## src/rtl/ucsbece154b_fifo_flush.sv

```systemverilog
// ucsbece154b_fifo_flush
//   Single-issue synchronous FIFO used as the fetch/instruction queue between
//   fetch and decode. Supports any depth (not only powers of two), reports
//   occupancy and a programmable almost-full level, and provides a one-cycle
//   flush for branch-mispredict recovery. A push is accepted while full when
//   a pop happens in the same cycle.
//
//   Optional feature (macro UCSBECE154B_FIFO_BYPASS_EN): when the queue is
//   empty, a push is shown on data_o/valid_o in the same cycle. If it is also
//   popped, it is consumed directly and never written.
//
// Ports
//   clk_i          clock, all state updates on posedge
//   rst_i          synchronous active-high reset (highest priority)
//   flush_i        discard all entries this cycle (priority over push/pop)
//   data_i         push data
//   push_i         push request
//   data_o         head entry (zero when empty)
//   pop_i          pop request, consumes the head at posedge
//   full_o         count == NR_ENTRIES
//   almost_full_o  count >= AFULL_THRESH
//   valid_o        head entry valid
//   count_o        current occupancy
module ucsbece154b_fifo_flush #(
  parameter int DATA_WIDTH   = 32,
  parameter int NR_ENTRIES   = 4,
  parameter int AFULL_THRESH = NR_ENTRIES - 1
) (
  input  logic                              clk_i,
  input  logic                              rst_i,
  input  logic                              flush_i,
  input  logic [DATA_WIDTH-1:0]             data_i,
  input  logic                              push_i,
  output logic [DATA_WIDTH-1:0]             data_o,
  input  logic                              pop_i,
  output logic                              full_o,
  output logic                              almost_full_o,
  output logic                              valid_o,
  output logic [$clog2(NR_ENTRIES+1)-1:0]   count_o
);

  localparam int PTR_W = ($clog2(NR_ENTRIES) > 1) ? $clog2(NR_ENTRIES) : 1;
  localparam int CNT_W = $clog2(NR_ENTRIES + 1);

  localparam logic [CNT_W-1:0] FULL_CNT  = CNT_W'(NR_ENTRIES);
  localparam logic [CNT_W-1:0] AFULL_CNT = CNT_W'(AFULL_THRESH);
  localparam logic [PTR_W-1:0] LAST_PTR  = PTR_W'(NR_ENTRIES - 1);

  logic [DATA_WIDTH-1:0] r_mem [NR_ENTRIES];
  logic [PTR_W-1:0]      r_head;
  logic [PTR_W-1:0]      r_tail;
  logic [CNT_W-1:0]      r_count;

  logic                  w_nonempty;
  logic                  w_full;
  logic                  w_pop_en;
  logic                  w_push_en;
  logic                  w_byp_take;
  logic [DATA_WIDTH-1:0] w_head_data;

  // Explicit wrap so non-power-of-two depths never rely on 2^n overflow.
  function automatic logic [PTR_W-1:0] ptr_inc(input logic [PTR_W-1:0] p);
    return (p == LAST_PTR) ? '0 : p + PTR_W'(1);
  endfunction

  // Full/empty come from the counter only; head==tail is ambiguous.
  assign w_nonempty    = (r_count != '0);
  assign w_full        = (r_count == FULL_CNT);
  assign full_o        = w_full;
  assign almost_full_o = (r_count >= AFULL_CNT);
  assign count_o       = r_count;
  assign w_head_data   = w_nonempty ? r_mem[r_head] : '0;

`ifdef UCSBECE154B_FIFO_BYPASS_EN
  logic w_byp;
  assign w_byp      = !w_nonempty && push_i && !flush_i;
  assign w_byp_take = w_byp && pop_i;
  assign valid_o    = w_nonempty || w_byp;
  assign data_o     = w_byp ? data_i : w_head_data;
`else
  assign w_byp_take = 1'b0;
  assign valid_o    = w_nonempty;
  assign data_o     = w_head_data;
`endif

  assign w_pop_en  = pop_i && w_nonempty;
  // A word consumed through the bypass is never written into storage.
  assign w_push_en = push_i && (!w_full || w_pop_en) && !w_byp_take;

  always_ff @(posedge clk_i) begin
    if (rst_i || flush_i) begin
      r_head  <= '0;
      r_tail  <= '0;
      r_count <= '0;
    end else begin
      if (w_push_en) r_tail <= ptr_inc(r_tail);
      if (w_pop_en)  r_head <= ptr_inc(r_head);
      case ({w_push_en, w_pop_en})
        2'b10:   r_count <= r_count + CNT_W'(1);
        2'b01:   r_count <= r_count - CNT_W'(1);
        default: r_count <= r_count;
      endcase
    end
  end

  // Storage carries no reset; only the pointers and counter define contents.
  always_ff @(posedge clk_i) begin
    if (!rst_i && !flush_i && w_push_en) r_mem[r_tail] <= data_i;
  end

endmodule

```

## config.mk

```make
export PLATFORM = sky130hd
export DESIGN_NAME = ucsbece154b_fifo_flush
export DESIGN_NICKNAME = d
export VERILOG_FILES = /design/src/rtl/ucsbece154b_fifo_flush.sv
export SDC_FILE = /design/constraint.sdc
export NUM_CORES = 1
export LEC_CHECK = 0
export ABC_AREA = 1
export CORE_ASPECT_RATIO = 0.5
export CORE_UTILIZATION = 55
export DETAILED_ROUTE_END_ITERATION = 7
export PLACE_DENSITY = 0.8
export SLEW_MARGIN = 40
export SYNTH_ARGS = -nofsm -noshare
export SYNTH_HDL_FRONTEND = slang
export SYNTH_SLANG_ARGS = --single-unit
```

## constraint.sdc

```tcl
create_clock -name clk_i -period 3.92 [get_ports clk_i]
set_clock_uncertainty 0.1 [all_clocks]
set_input_delay 1.176 -clock clk_i [delete_from_list [all_inputs] [get_ports clk_i]]
set_output_delay 1.176 -clock clk_i [all_outputs]
set_load 0.005 [all_outputs]
```

* After elaboration in Yosys (flattened, before gate mapping)
Memories as Yosys holds them, arrays and structs flattened. A register that Yosys moved wholly into a read port is not among the register bits.
Index checks and enable logic that the tools add are counted.
** Word-level totals
- Memories :: 1
- Register bits after elaboration :: 7
- Input port bits :: 37
- RAM bits :: 128
- Word-level logic and storage cells :: 33
- Output and inout bits :: 38
** Memories
- r_mem :: words 4, width 32, read ports 1, clocked after memory_dff 1, write ports 1, line 49 : logic [DATA_WIDTH-1:0] r_mem [NR_ENTRIES];
** Operators by class
- Eq/ne operators :: 5
- $add $sub $neg :: 4
- Mux-type cells :: 8
- Reductions and logical operators :: 11
- Order comparisons :: 1
** Operators with widths (count)
- 2-to-1 mux 32 bit :: 1
- 2-to-1 mux 2 bit :: 4
- equality test 2 bit (second input constant) :: 3
- one-hot mux 3 bit (2 select lines) :: 1
- adder 2 x 1 -> 2 bit (second input constant) :: 2
- logical AND 1 bit :: 4
- adder 3 x 1 -> 3 bit (second input constant) :: 1
- equality test 3 bit (second input constant) :: 1
- >= comparator 3 x 2 -> 1 bit (second input constant) :: 1
- zero test 1 bit :: 3
- nonzero test 3 bit :: 1
- subtractor 3 x 1 -> 3 bit (second input constant) :: 1
- equality test 2 x 1 -> 1 bit (second input constant) :: 1
- logical OR 1 bit :: 2
- 2-to-1 mux 1 bit :: 2
- nonzero test 2 bit :: 1

* Longest topological paths before layout
- Word-level depth :: 7
- Depth in mapped cells :: 10
- Depth with buffers taken out :: 10

* Worst setup path after synthesis
OpenSTA, ideal clock, no wires.
- Path type :: input to register
- Start :: input flush_i
- End :: memory r_mem[0][0] (enable)
- Stages on the path :: 3
- Data required time :: 3.399 ns
- Data arrival time :: 2.991 ns
- Library setup time :: 0.421 ns
- Buffers on the path :: 0
- Slack :: 0.408 ns
- Cell sequence :: nor2_1 > nand3_1 > nor2_1
** On the way
- Cells in the longest elaborated chain, start to end :: 5
** RTL lines
- start: declaration :: line 31 : input logic flush_i,
- zero test 1 bit :: line 108 : if (!rst_i && !flush_i && w_push_en) r_mem[r_tail] <= data_i;
- logical AND 1 bit (2 in series) :: line 108
- 2-to-1 mux 1 bit :: line 108
- 2-to-1 mux 1 bit (implied by the code) :: line 108
- end: declaration :: line 49
Every way passes these cells.

* Worst setup path after layout
- Start :: register r_count[0], in the netlist count_o[0]
- End :: output data_o[31]
** On the way
- Cells in the longest elaborated chain, start to end :: 2
** RTL lines
- start: declaration :: line 52 : logic [CNT_W-1:0] r_count;
- start signal: assignment :: line 99 : 2'b10: r_count <= r_count + CNT_W'(1);
- start signal: assignment :: line 100 : 2'b01: r_count <= r_count - CNT_W'(1);
- start signal: assignment :: line 101 : default: r_count <= r_count;
- nonzero test 3 bit :: line 67 : assign w_nonempty = (r_count != '0);
- 2-to-1 mux 32 bit :: line 72 : assign w_head_data = w_nonempty ? r_mem[r_head] : '0;
- end: declaration :: line 34 : output logic [DATA_WIDTH-1:0] data_o,
Every way passes these cells.

==> flow_results.xml <==
<?xml version="1.0" encoding="UTF-8"?>
<metrics>
  <group name="status">
    <metric name="outcome" unit="">completed</metric>
  </group>
  <group name="logic_synthesis">
    <metric name="synth_xor_area_frac" unit="">0</metric>
    <metric name="synth_fa_ha_area_frac" unit="">0.0148</metric>
    <metric name="synth_enable_flop_cells" unit="">128</metric>
    <metric name="synthesis.yosys.warnings" unit="">0</metric>
    <metric name="syn-instance-count" unit="">447</metric>
    <metric name="seq_area_frac_synth" unit="">0.722</metric>
    <metric name="share_of_the_synthesized_area_in_compound_gates_ao_oa_aoi_oai" unit="">0.0997</metric>
    <metric name="synth_top_cell_by_area" unit="">sky130_fd_sc_hd__edfxtp_1</metric>
    <metric name="asyncSetResetFlopFracSynth" unit="">0</metric>
    <metric name="netlist-cell-type-count" unit="">26</metric>
    <metric name="post_synth_and_or_nand_nor_area_fraction" unit="">0.119</metric>
    <metric name="post_synth.cell_area_avg" unit="sq um">12.5</metric>
    <metric name="yosys_register_bits" unit="">137</metric>
    <metric name="synth.area.top_cells" unit="">sky130_fd_sc_hd__edfxtp_1 69%, sky130_fd_sc_hd__nor2_1 8.7%, sky130_fd_sc_hd__o21ai_1 3.9%, sky130_fd_sc_hd__dfxtp_1 3.2%, sky130_fd_sc_hd__a21oi_1 2.8%</metric>
    <metric name="dominantRegCellSynth" unit="">sky130_fd_sc_hd__edfxtp_1</metric>
    <metric name="muxShareOfSynthArea" unit="">0</metric>
    <metric name="combinational_family_with_the_most_area_after_synthesis" unit="">simple AND/OR/NAND/NOR gates</metric>
    <metric name="synthesized_cell_area" unit="sq um">5570</metric>
    <metric name="net_count_after_synthesis" unit="">490</metric>
    <metric name="post-synth-top-area-fraction" unit="">0.690</metric>
  </group>
  <group name="setup_path">
    <metric name="critical_path.cell_chain" unit="">nor2_4, nand2_4, inv_1, buf_4, a21oi_1, clkdlybuf4s50_1</metric>
    <metric name="critical_path_peak_fanout" unit="">17</metric>
    <metric name="setup.worst_path.end_class" unit="">output pin</metric>
    <metric name="timing.critical_path.from_type" unit="">register</metric>
    <metric name="path_class" unit="">reg2out</metric>
    <metric name="worstPathArrival" unit="ps">2470</metric>
    <metric name="worst_path_largest_cell_delay" unit="ps">500</metric>
    <metric name="worstPathRequired" unit="ps">2640</metric>
    <metric name="cp_slowest_cell" unit="">sky130_fd_sc_hd__inv_1</metric>
  </group>
  <group name="clock_tree">
    <metric name="source_to_sink_clock_delay_at_the_later_pin_of_the_worst_skew_pair" unit="ps">410</metric>
    <metric name="number_of_buffers_on_the_longest_clock_path" unit="">2</metric>
    <metric name="tritoncts" unit="">yes</metric>
    <metric name="cts.clk_slew.worst_paths" unit="ps">50</metric>
    <metric name="clock_sink_count" unit="">137</metric>
    <metric name="clockRootBuffer" unit="">sky130_fd_sc_hd__clkbuf_16</metric>
    <metric name="cts_max_level" unit="">4</metric>
    <metric name="cts_hold_repair.buffers" unit="">0</metric>
    <metric name="cts-buffers-inserted" unit="">17</metric>
  </group>
  <group name="final_layout">
    <metric name="post_route_cells_drive_above_1_share" unit="">0.128</metric>
    <metric name="layout.cells.most_common" unit="">sky130_fd_sc_hd__edfxtp_1</metric>
    <metric name="final_core_util" unit="">0.731</metric>
    <metric name="finish.cell_count_without_fillers" unit="">675</metric>
    <metric name="layout.nets" unit="">571</metric>
    <metric name="layout_common_cells" unit="">128 x sky130_fd_sc_hd__edfxtp_1, 125 x sky130_fd_sc_hd__nor2_1, 74 x sky130_fd_sc_hd__clkdlybuf4s50_1, 43 x sky130_fd_sc_hd__o21ai_1, 31 x sky130_fd_sc_hd__a21oi_1</metric>
    <metric name="area_delta_synth_final" unit="%">26.4</metric>
    <metric name="number_of_diodes" unit="">0</metric>
    <metric name="total_of_fill_cells_in_the_finished_design" unit="">654</metric>
  </group>
  <group name="timing">
    <metric name="final.period_utilization" unit="">0.955</metric>
    <metric name="min_period" unit="ps">3750</metric>
    <metric name="hold-worst-slack" unit="ps">452</metric>
    <metric name="grt_setup_unrepaired" unit="">false</metric>
    <metric name="final.setup.tns" unit="ps">0</metric>
    <metric name="finalMaxSlewViolations" unit="">0</metric>
    <metric name="fmax" unit="MHz">267</metric>
    <metric name="worst_pin_slew" unit="ps">667</metric>
    <metric name="maxSlewHeadroom" unit="">0.555</metric>
    <metric name="setup_viol" unit="">0</metric>
    <metric name="layout_setup_ws" unit="ps">175</metric>
    <metric name="final_hold_viol_count" unit="">0</metric>
  </group>
  <group name="place">
    <metric name="place_hpwl" unit="mm">6.50</metric>
    <metric name="quantity_of_i_o_buffers_inserted_on_ports" unit="">74</metric>
    <metric name="gpl.final_weighted_congestion" unit="">0.763</metric>
    <metric name="placedCellCount" unit="">644</metric>
    <metric name="post-place-ws" unit="ps">574</metric>
  </group>
  <group name="global_routing">
    <metric name="grt_pass1_wl" unit="mm">17.3</metric>
    <metric name="number_of_antenna_violations_at_the_first_check_in_global_routing" unit="">0</metric>
    <metric name="first_global_vias" unit="">3548</metric>
    <metric name="overflow" unit="">0</metric>
    <metric name="grt_start_max_net_pins" unit="">65</metric>
    <metric name="gr-usage-all-layers" unit="">0.230</metric>
  </group>
  <group name="route">
    <metric name="final_routed_drc_violation_total" unit="">0</metric>
    <metric name="drt_iter0_drc" unit="">249</metric>
    <metric name="routed_wl" unit="mm">11.3</metric>
    <metric name="final_antenna_net_count" unit="">0</metric>
    <metric name="drt_pass1_iterations" unit="">4</metric>
    <metric name="avgRoutedWirePerCell" unit="microns">16.7</metric>
    <metric name="detail_route.vias_per_cell" unit="">5.29</metric>
    <metric name="routed-via-count" unit="">3573</metric>
  </group>
  <group name="floorplan">
    <metric name="placementRows" unit="">25</metric>
    <metric name="io_pins" unit="">75</metric>
    <metric name="start_util" unit="">0.578</metric>
    <metric name="die_area" unit="sq um">10600</metric>
    <metric name="coreArea" unit="sq um">9630</metric>
    <metric name="die_x" unit="microns">144</metric>
    <metric name="die_h" unit="microns">73.2</metric>
  </group>
  <group name="power">
    <metric name="peakVddDrop" unit="V">0.000340</metric>
    <metric name="leakage" unit="nW">2.42</metric>
    <metric name="cellPowerDensity" unit="nW/um^2">487</metric>
  </group>
  <group name="flow_run">
    <metric name="maxCapViolCount" unit="">0</metric>
  </group>
  <group name="min_path">
    <metric name="min-delay-path-class" unit="">reg2reg</metric>
  </group>
</metrics>
area by class of cell:
cell class,instances,area [sq um],area share
tap,135,169,0.0240
multi-input combinational,269,1330,0.189
inverter,18,67.6,0.00959
clock inverter,13,155,0.0220
clock buffer,18,429,0.0609
sequential,137,4030,0.572
timing repair buffer,85,865,0.123
per-stage QoR:
step | instance area (sq um) | power, mW
2_1_floorplan | 5570 | 1.76
5_1_grt | 7040 | 3.53
4_1_cts | 7040 | 3.45
3_5_place_dp | 6450 | 1.89
3_3_place_gp | 6450 | 1.88
6_report | 7040 | 3.43
worst max-delay path: cells and delay by family, from the launching register on:
| kind | cells | cell delay, ps |
|---|---|---|
| compound gates | 1 | 80 |
| buf+inv | 3 | 1360 |
| flops | 1 | 350 |
| simple gates | 2 | 240 |
registers in the layout, indices dropped and copies added, names as in the netlist, named ones only:
| signal | flops |
|---|---|
| r_head | 2 |
| count_o | 3 |
| r_mem | 128 |
| r_tail | 2 |
path summary, 6_finish.rpt:
path,startpoint,end,slack [ps],depth (start not counted)
setup / recovery,count_o[0],data_o[31],170,6
hold / removal,r_head[1],register,450,2
setup reg to reg,count_o[2],r_mem[2][8],1770,7
hold reg to reg,r_head[1],register,450,2
where the power goes:
part / internal [mW] / total [mW] / switching (mW)
registers: 1.62 / 1.63 / 0.00749
clock network: 0.990 / 1.57 / 0.580
logic: 0.111 / 0.233 / 0.121
total: 2.72 / 3.43 / 0.709
Yosys cell counts, types with 2 or more instances:
master,count
sky130_fd_sc_hd__inv_1,17
sky130_fd_sc_hd__nand2_4,2
sky130_fd_sc_hd__a21oi_1,31
sky130_fd_sc_hd__nand3_1,3
sky130_fd_sc_hd__dfxtp_1,9
sky130_fd_sc_hd__clkbuf_1,6
sky130_fd_sc_hd__nor2_1,129
sky130_fd_sc_hd__a21oi_2,4
sky130_fd_sc_hd__nor2_2,12
sky130_fd_sc_hd__edfxtp_1,128
sky130_fd_sc_hd__nand2_2,2
sky130_fd_sc_hd__o21ai_1,43
sky130_fd_sc_hd__nand2_1,5
sky130_fd_sc_hd__buf_8,5
sky130_fd_sc_hd__ha_1,5
sky130_fd_sc_hd__buf_2,9
sky130_fd_sc_hd__o21ai_0,28
routing by layer:
layer	vias up	track usage	routed length (microns)
met1	1711	0.279	4730
met2	123	0.392	5770
met4	0	0.0994	112
met5	-	0	0
met3	10	0.0669	676
li1	1729	-	-
timing repair:
item,4_1_cts,5_1_grt
setup buffers,0,0
resized for setup,0,1
endpoints found under the setup margin,0,1
cells by family after synthesis:
family                   after synthesis
adder cells (fa/ha/maj)                6
buffers and inverters                 41
flip-flops                           137
AO/OA/AOI/OAI                        107
AND/OR/NAND/NOR                      156
(Power assumes the default switching activity.)
==> variant, RTL diff (config.mk and constraints unchanged) <==
Register the output `count_o` once more, without a reset; this adds one clock of latency there. The other outputs are not delayed to match.
--- a/src/rtl/ucsbece154b_fifo_flush.sv
+++ b/src/rtl/ucsbece154b_fifo_flush.sv
@@ -68,7 +68,9 @@
   assign w_full        = (r_count == FULL_CNT);
   assign full_o        = w_full;
   assign almost_full_o = (r_count >= AFULL_CNT);
-  assign count_o       = r_count;
+  always_ff @(posedge clk_i) begin
+    count_o <= r_count;
+  end
   assign w_head_data   = w_nonempty ? r_mem[r_head] : '0;
 
 `ifdef UCSBECE154B_FIFO_BYPASS_EN
Behaviour: not the same (a bounded check fails within 4 cycles, from zero or initial values).
==> variant against the original RTL <==
- sequential cell count up 3
- non-clock buffer count up 1
- count of clock-buffer cells in the layout up 7
- routed wire length up 0.74%
- setup slack better by 28 ps
- power down 1.9%
- maximum frequency up 0.74%
- via count up 1.2%
- largest cell class unchanged
- hold slack worse by 150 ps
- synthesized area up 0.11%
- cell area down 0.55%
- die area up 0.11%
- highest routed layer unchanged
- combinational power down 2%
- critical path depth unchanged
==> variant: results (changes against the original RTL) <==
* Outcome: completed (unchanged)
* Hold Crit Start: r_count[2] (was r_head[1])
* Placed wire-length estimate at 6760 um (was 6500 um)
* Final std cells w/o fill at 680 (was 675)
* First-pass GRT wire length at 17700 um (was 17300 um)
* Pin count of the biggest net entering global routing at 41 (was 65)
* Asr flop ratio synth at 0% (unchanged)
* Wirelength, routed at 11400 um (was 11300 um)
* WP data arrival at 2440 ps (was 2470 ps)
* Ranking of synthesized cells by area: edfxtp_1 69%, nor2_1 9.5%, dfxtp_1 4.3% (was edfxtp_1 69%, nor2_1 8.7%, o21ai_1 3.9%)
* Routability congestion estimate at 0.780 (was 0.763)
* Crit path largest cell delay at 540 ps (was 500 ps)
* Initial DRC Count at 300 (was 249)
* Fin Hold WS at 304 ps (was 452 ps)
* Layout Nets at 575 (was 571)
* Post-synthesis cell type count at 21 (was 26)
* Post-synthesis sequential area ratio at 73.2% (was 72.2%)
* Pleak at 0.00243 uW (was 0.00242 uW)
* Worst vdd ir at 367 uV (was 340 uV)
* DP Worst Slack at 625 ps (was 574 ps)
* Worst Hold Depth at 0 (was 2)
* Worst-path maximum fanout at 18 (was 17)
* Syn avg cell area at 12.4 um2 (was 12.5 um2)
* Most frequent cells after synthesis: 141 x nor2_1, 128 x edfxtp_1, 39 x o21ai_1 (was 129 x nor2_1, 128 x edfxtp_1, 43 x o21ai_1)
* R2r setup slk at 1820 ps (was 1770 ps)
* Die ar. at 10600 um2 (about the same)
* Placed cell count at 648 (was 644)
* RR Endpoint: r_mem[2][11] (was r_mem[2][8])
* Number of vias per cell at 5.32 (was 5.29)
* CTS resizes at 0 (unchanged)
* First-pass DRT Iterations at 5 (was 4)
* Total track usage at 23.2% (was 23.0%)
* TritonCTS Buffers at 17 (unchanged)
* Rel. slew slack at 52.3% (was 55.5%)
* Critical R2R Launch: r_count[2] (was count_o[2])
* Syn Nets at 493 (was 490)
* Layout cells sized above 1 at 9.91% (was 12.8%)
## variant: layout make-up
cell class,count,area (um2)
Tap cell,135,169
Clock buffer,25,485
Multi-Input combinational cell,269,1290
Inverter,18,67.6
Fill cell,630,2630
Sequential cell,140,4090
Timing Repair Buffer,86,843
Clock inverter,7,65.1
## variant: worst max path at each step
stage / startpoint / endpoint / slack (ps) / cells after the start
after detailed placement: pop_i / r_mem[2][5] / 620 / 6
after floorplan: flush_i / r_mem[0][0] / 410 / 3
final: r_count[0] / data_o[3] / 200 / 6
after CTS: r_count[0] / data_o[0] / 190 / 6
after global routing: r_count[0] / data_o[0] / 90 / 6
after global placement: pop_i / r_mem[0][15] / 670 / 6
## variant: kinds of logic (layout without fill, tap and decap cells)
logic type	count (synthesis)	after routing	synth area share [%]
AOI/OAI and AO/OA	107	107	9.69
adders and majority gates	6	6	1.48
buffers and inverters	41	136	4.22
DFF	140	140	73.2
and+or+nand+nor	156	156	11.4
## variant: routing by layer
| metal | routed length, um | vias to the layer above | part of all wire (%) | track usage (%) |
|---|---|---|---|---|
| li1 | - | 1736 | - | - |
| met1 | 4750 | 1718 | 42 | 29.8 |
| met2 | 5750 | 151 | 51 | 38.9 |
| met3 | 773 | 11 | 6.8 | 5.71 |
| met4 | 100 | 0 | 0.88 | 8.30 |
| met5 | 0 | - | 0 | 0 |
## variant: critical path: cells and delay by family, from the launching register on
family	cells	cell delay, ps
and+or+nand+nor	2	250
DFF	1	350
buffers and inverters	3	1360
AOI/OAI and AO/OA	1	80
## variant: report_power, final
group          internal (uW)  switching, uW  total [uW]
Combinational            109            120         229
Sequential              1650           7.75        1660
Clock                    919            557        1480
Total                   2680            685        3360
## variant: stage by stage
step                      cell area [um2]  total power, uW  util, %
after floorplan                      5580             1790        -
after global placement               6450             1910     67.0
after detailed placement             6450             1920     67.0
after CTS                            7000             3370     72.7
after global routing                 7000             3470     72.7
final                                7000             3360     72.7
